File: src/rtl/multi_edge_det.sv
// Multi-channel synchronise / debounce / edge-detect block for board push-buttons and switches.
// Each channel emits a one-cycle pulse on the selected edge, latches a sticky event flag, and feeds a shared irq.
module multi_edge_det #(
  parameter int   CH          = 4,
  parameter int   SYNC_STAGES = 2,
  parameter int   DB_CYCLES   = 4,
  parameter logic IDLE_LEVEL  = 1'b0
) (
  input  logic          clk,
  input  logic          rst,
  input  logic [CH-1:0] din,
  input  logic [1:0]    edge_sel,
  input  logic [CH-1:0] clr,
  output logic [CH-1:0] level,
  output logic [CH-1:0] pulse,
  output logic [CH-1:0] evt,
  output logic          irq,
  output logic [CH-1:0] dbg_state
);

  localparam int              CW      = (DB_CYCLES > 1) ? $clog2(DB_CYCLES) : 1;
  localparam logic [CW-1:0]   CNT_MAX = CW'(DB_CYCLES - 1);

  typedef enum logic {
    ST_IDLE  = 1'b0,
    ST_COUNT = 1'b1
  } db_state_e;

  // Handshake note: this block has no valid/ready interfaces; every input is sampled
  // unconditionally on each rising clk edge and every output is a plain registered level.

  logic [SYNC_STAGES-1:0] sync_q  [CH];
  logic [CW-1:0]          cnt_q   [CH];
  logic [CW-1:0]          cnt_d   [CH];
  db_state_e              state_q [CH];
  db_state_e              state_d [CH];
  logic [CH-1:0]          s;
  logic [CH-1:0]          level_q, level_d;
  logic [CH-1:0]          pulse_q, pulse_d;
  logic [CH-1:0]          evt_q, evt_d;
  logic                   irq_q, irq_d;

  function automatic logic edge_match(input logic [1:0] sel, input logic rising);
    case (sel)
      2'b00:   return rising;
      2'b01:   return !rising;
      2'b10:   return 1'b1;
      default: return 1'b0;
    endcase
  endfunction

  always_comb begin
    s = '0;
    for (int i = 0; i < CH; i++) begin
      s[i] = sync_q[i][SYNC_STAGES-1];
    end
  end

  always_comb begin
    level_d = level_q;
    pulse_d = '0;
    for (int i = 0; i < CH; i++) begin
      cnt_d[i]   = cnt_q[i];
      state_d[i] = state_q[i];
      if (s[i] == level_q[i]) begin
        cnt_d[i]   = '0;
        state_d[i] = ST_IDLE;
      end else if (cnt_q[i] == CNT_MAX) begin
        level_d[i] = s[i];
        cnt_d[i]   = '0;
        state_d[i] = ST_IDLE;
        // The pulse_q guard only matters for DB_CYCLES=1, where toggles could land back to back.
        pulse_d[i] = edge_match(edge_sel, s[i]) && !pulse_q[i];
      end else begin
        cnt_d[i]   = cnt_q[i] + CW'(1);
        state_d[i] = ST_COUNT;
      end
    end
    // Set wins over clear when a pulse and a clear meet on the same channel.
    evt_d = pulse_q | (evt_q & ~clr);
    irq_d = |evt_d;
  end

  always_ff @(posedge clk or negedge rst) begin
    if (!rst) begin
      for (int i = 0; i < CH; i++) begin
        sync_q[i]  <= {SYNC_STAGES{IDLE_LEVEL}};
        cnt_q[i]   <= '0;
        state_q[i] <= ST_IDLE;
      end
      level_q <= {CH{IDLE_LEVEL}};
      pulse_q <= '0;
      evt_q   <= '0;
      irq_q   <= 1'b0;
    end else begin
      for (int i = 0; i < CH; i++) begin
        sync_q[i]  <= {sync_q[i][SYNC_STAGES-2:0], din[i]};
        cnt_q[i]   <= cnt_d[i];
        state_q[i] <= state_d[i];
      end
      level_q <= level_d;
      pulse_q <= pulse_d;
      evt_q   <= evt_d;
      irq_q   <= irq_d;
    end
  end

  always_comb begin
    dbg_state = '0;
    for (int i = 0; i < CH; i++) begin
      dbg_state[i] = (state_q[i] == ST_COUNT);
    end
  end

  assign level = level_q;
  assign pulse = pulse_q;
  assign evt   = evt_q;
  assign irq   = irq_q;

endmodule
File: config.mk
export PLATFORM = sky130hd
export DESIGN_NAME = multi_edge_det
export DESIGN_NICKNAME = d
export VERILOG_FILES = /design/src/rtl/multi_edge_det.sv
export SDC_FILE = /design/constraint.sdc
export NUM_CORES = 1
export LEC_CHECK = 0
export CORE_UTILIZATION = 47
export DETAILED_ROUTE_END_ITERATION = 8
export GPL_TIMING_DRIVEN = 1
export PLACE_DENSITY = 0.88
export SLEW_MARGIN = 20
export SYNTH_ARGS = -nofsm -noshare
export SYNTH_HDL_FRONTEND = slang
export SYNTH_SLANG_ARGS = --single-unit
File: constraint.sdc
create_clock -name clk -period 1.75 [get_ports clk]
set_clock_uncertainty 0.1 [all_clocks]
set_input_delay 0.35 -clock clk [delete_from_list [all_inputs] [get_ports clk]]
set_output_delay 0.35 -clock clk [all_outputs]
set_load 0.1 [all_outputs]
# Yosys cells after proc, flatten, opt, wreduce, memory -nomap -nowiden
# Cells that the tools add are included.
# Widths: inputs -> output; s select.
[word_totals]
elab_cells = 94
out_inout_bits = 17
inputBits = 12
ff_bits = 33
[classes]
mux = 36
add_sub_neg = 4
n_bitwise = 7
n_reduce_logical = 18
n_eq_ne = 10
[op_table]
columns = ["cell", "count"]
rows = [
  ["$mux 1", 24],
  ["$mux 2", 8],
  ["$pmux 1 s3", 4],
  ["$eq 2x2->1 const B", 5],
  ["$add 2x1->2 const B", 4],
  ["$logic_not 1->1", 8],
  ["$reduce_and 2->1", 4],
  ["$and 4x4->4", 1],
  ["$eq 1x1->1", 4],
  ["$logic_and 1x1->1", 4],
  ["$not 1->1", 4],
  ["$not 4->4", 1],
  ["$or 4x4->4", 1],
  ["$reduce_or 4->1", 1],
  ["$eq 2x1->1 const B", 1],
  ["$logic_not 2->1", 1],
]

# Logic depth before layout (Yosys ltp)
[depth]
word_depth = 7
ltp_mapped = 4
mapped_depth_nobuf = 3

# Worst setup path before layout
# OpenSTA, ideal clock, no wires.
[synth_timing]
path_type = "register -> register"
startpoint = "reg pulse_q[0], in the netlist pulse[0]"
endpoint = "reg irq_q, in the netlist irq"
arrival_time_ps = 1538
setup_slack_ps = -27
required_ps = 1511
path_buffers = 0
setup_ps = 139
stages_incl_launch_ff = 3
period_less_slack_ps = 1777
path_cell_list = "dfrtp_1 > a21o_1 > or4_4"
[synth_via]
elab_chain_cells = 2
[synth_rtl]
columns = ["item", "line_no", "rtl"]
rows = [
  ["start: declaration", "39", "logic [CH-1:0] pulse_q, pulse_d;"],
  ["start signal: assignment", "102", "pulse_q <= pulse_d;"],
  ["$or 4x4->4", "80", "evt_d = pulse_q | (evt_q & ~clr);"],
  ["net evt_d[0]", "40", "logic [CH-1:0] evt_q, evt_d;"],
  ["$reduce_or 4->1", "81", "irq_d = |evt_d;"],
  ["net irq_d", "41", "logic irq_q, irq_d;"],
  ["end signal: assignment", "104", "irq_q <= irq_d;"],
  ["end: declaration", "41", ""],
]
# The timed path passes the listed nets, and every way through them passes these cells.
# A chain may end at the register's enable or synchronous reset.

# Final worst setup path
[layout_timing]
startpoint = "reg level_q[0], in the netlist level[0]"
endpoint = "out level[0]"
[layout_lines]
columns = ["item", "line_no", "rtl"]
rows = [
  ["start: declaration", "38", "logic [CH-1:0] level_q, level_d;"],
  ["start signal: assignment", "91", "level_q <= {CH{IDLE_LEVEL}};"],
  ["start signal: assignment", "101", "level_q <= level_d;"],
  ["end: declaration", "14", "output logic [CH-1:0] level,"],
]
# No word-level cell between the ends.

==> results.ini <==
[setup_path]
cell_class_contributing_the_biggest_share_of_worst_path_delay=flip-flops
critPathKind=register to output port
arrival_ns=1.04
cp_data_required_time_ns=1.30
r2r_slack_ns=0.39
crit_buf_inv=1
startpoint_type=register
crit_cells=1
reg2reg_depth=2
cp-end-kind=output port
critical_path.slowest_cell=sky130_fd_sc_hd__dfrtp_1
critical_path.max_stage_delay_ns=0.49
cp_cell_sequence=buf_12
crit_fanout=6

[detailed_routing]
wl_um=2120
met1Wirelength_um=812
drc_errors=0
dr.first_iter.drc_count=8
drt_pass1_iterations=3
top_layer_used=met4
drt.antenna.violating_nets=0
route.detailed.vias_per_inst=5.07
met3_wirelength_um=124
vias=770
routed-wl-met2_um=1130
wl_per_cell_um=13.9

[grt]
antenna_found_initial=0
grt_usage_pct=19.5
grt_first_pass_wirelength_um=3500
grt_pass1_vias=766
maximum_number_of_pins_on_one_net_before_global_route_repair=34
grt_overflow=0

[layout]
antenna_cells_inserted=0
fillerInstances=171
drive_gt1_share_pct=28.7
layout_net_count=137
multi_input_comb_area_um2=375
layout.area.seq_um2=830
syn2layout_area_growth_pct=44.7

[synth]
top_cell_type_s_share_of_synthesized_area_pct=67.6
netlist_top_cells_count=sky130_fd_sc_hd__dfrtp_1 (33), sky130_fd_sc_hd__nor3_1 (6)
synth_area_per_cell_um2=14.2
yosysMostFrequentCell=sky130_fd_sc_hd__dfrtp_1
synthTopCellsByArea=sky130_fd_sc_hd__dfrtp_1 (68%), sky130_fd_sc_hd__ha_1 (4.1%), sky130_fd_sc_hd__mux2_2 (3.7%), sky130_fd_sc_hd__nor3_1 (2.5%), sky130_fd_sc_hd__a21o_1 (2.5%)
post_synth_xor_area_fraction_pct=2.15
synthesized_net_count=102
synth_compound_gate_area_share_pct=3.48
yosysTopAreaCell=sky130_fd_sc_hd__dfrtp_1
synthFlopType=sky130_fd_sc_hd__dfrtp_1
async_reset_ff_share_pct=100
synth-adder-area-share_pct=4.10
postSynthRegisterBits=33
yosysWarningCount=0
yosys.area_share.simple_pct=17.3
synth_enable_flop_cells=0
yosysUniqueCellTypes=18
synth_area_um2=1220
post_synth_inst_count=86
synth.area.mux_share_pct=3.69
synth_top_family_by_area=simple AND/OR/NAND/NOR gates
ys_seq_area_share_pct=67.6

[die]
initial_utilization_pct=49.7
die_h_um=53.0
fp.dieArea_um2=2810
core.rowCount=18
die_width_um=53.0
fp.coreArea_um2=2450
pin_count=29

[power]
cellLeakagePower_nw=0.844
power.switching_w=0.00152
cellInternalPower_w=0.00178
power.clock.fraction_pct=11.9
vdd.ir_drop.worst_v=0.00193
pd_cells_nw_per_um2=1870
pwr-share-seq_pct=34.9
power.share.switching_pct=46.1
p_comb_share_pct=53.2

[sta]
clock.fmax_mhz=672
setup_repair_after_global_routing_missed_its_margin=false
setup-violations-final=0
final-max-slew-violation-count=0
finalCritPeriodShare_pct=85.0
maxSlewHeadroom_pct=73.6
post-route-worst-setup-slack_ns=0.262
finalHoldWorstSlack_ns=0.258
fin_crit_ns=1.49
finalHoldViolations=0
worst_pin_slew_ns=0.396

[place]
dp_hpwl_um=1610
gp_congestion=0.749
place_ws_ns=-0.0365
count_of_buffers_from_port_buffering=28

[cts]
ctsRootBufferMaster=sky130_fd_sc_hd__clkbuf_4
path_clk_slew_ns=0.09
cts_tree=built
clock_path_buffers=2
cts_inserted_buffers=5
ctsResizeCount=0
post-cts-setup-buffer-count=0
hold_buf_count_cts=0
tritoncts_num_sinks=33
clock_tree.htree_level_count=2
worstSkewPairLatency_ns=0.33

[min_path]
worstHoldPathCells=0
tightest_hold_check_type=register to register

[run_status]
run_status=complete, no violations

[flow_run]
max_cap_violations=0

==> worst paths after layout <==
kind,startpoint,endpoint
min in group asynchronous,rst,evt[2]
hold reg to reg,sync_q[6],s[0]
setup / recovery,level[0],level[0]
setup reg to reg,pulse[0],irq
max in group asynchronous,rst,pulse[0]
hold / removal,sync_q[6],s[0]
==> power groups by stage <==
stage	Clock (W)	Sequential (W)	Combinational, W
CTS	0.000409	0.00116	0.00177
global route	0.000446	0.00118	0.00183
detailed placement	0	0.00117	0.00177
floorplan	0	0.00194	0.000300
global placement	0	0.00115	0.00174
finish	0.000392	0.00115	0.00176
==> final cells by class <==
type | count | area share, %
repair buffers | 29 | 25.9
inverters | 4 | 0.850
clock inverters | 2 | 0.567
clock buffers | 6 | 2.34
flip-flops and latches | 33 | 47.0
well taps | 30 | 2.12
multi-input cells | 48 | 21.2
==> sequential cells by signal (all words and copies together), names as in the netlist <==
register   cells
sync_q         4
level          4
evt            4
dbg_state      4
s              4
cnt_q          8
irq            1
pulse          4
==> kinds of logic (layout without fill, tap and decap cells) <==
logic type,count (synthesis),after routing
multiplexers,4,4
adder cells (fa/ha/maj),4,4
AO/OA/AOI/OAI,6,6
buffers and inverters,5,41
XOR/XNOR,3,3
flip-flops,33,33
AND/OR/NAND/NOR,31,31
==> routing by layer <==
metal	vias to the layer above	GRT usage, %
li1	364	-
met1	378	20.9
met2	23	30.8
met3	5	9.48
met4	0	11.8
met5	-	0
==> layout by cell type, fill, tap and decap left out, types with 2 or more instances in the layout <==
| cell type | n |
|---|---|
| sky130_fd_sc_hd__dfrtp_1 | 30 |
| sky130_fd_sc_hd__buf_12 | 17 |
| sky130_fd_sc_hd__clkdlybuf4s50_1 | 11 |
| sky130_fd_sc_hd__nor3_1 | 6 |
| sky130_fd_sc_hd__clkbuf_4 | 5 |
| sky130_fd_sc_hd__inv_1 | 4 |
| sky130_fd_sc_hd__a21o_1 | 4 |
| sky130_fd_sc_hd__nand2b_1 | 4 |
| sky130_fd_sc_hd__nor2_1 | 4 |
| sky130_fd_sc_hd__nor2b_1 | 4 |
| sky130_fd_sc_hd__nor3b_1 | 4 |
| sky130_fd_sc_hd__mux2_2 | 4 |
| sky130_fd_sc_hd__ha_1 | 4 |
| sky130_fd_sc_hd__xnor2_1 | 3 |
| sky130_fd_sc_hd__dfrtp_2 | 3 |
| sky130_fd_sc_hd__and2_1 | 2 |
| sky130_fd_sc_hd__o22ai_1 | 2 |
| sky130_fd_sc_hd__and3b_1 | 2 |
| sky130_fd_sc_hd__and4bb_2 | 2 |
| sky130_fd_sc_hd__nor4bb_1 | 2 |
| sky130_fd_sc_hd__clkinv_2 | 2 |
==> stage by stage <==
stage / cell area [um^2] / std cells / utilization (%) / setup TNS [ns] / power (W)
after floorplan: 1220 / 86 / - / 0 / 0.00224
after global placement: 1720 / 144 / 69.9 / -0.0105 / 0.00289
after detailed placement: 1720 / 144 / 69.9 / -0.0365 / 0.00294
after CTS: 1770 / 152 / 72.0 / 0 / 0.00334
after global routing: 1770 / 152 / 72.0 / 0 / 0.00346
final: 1770 / 152 / 72.0 / 0 / 0.00330
No activity file was read; power rests on OpenSTA's default activity.
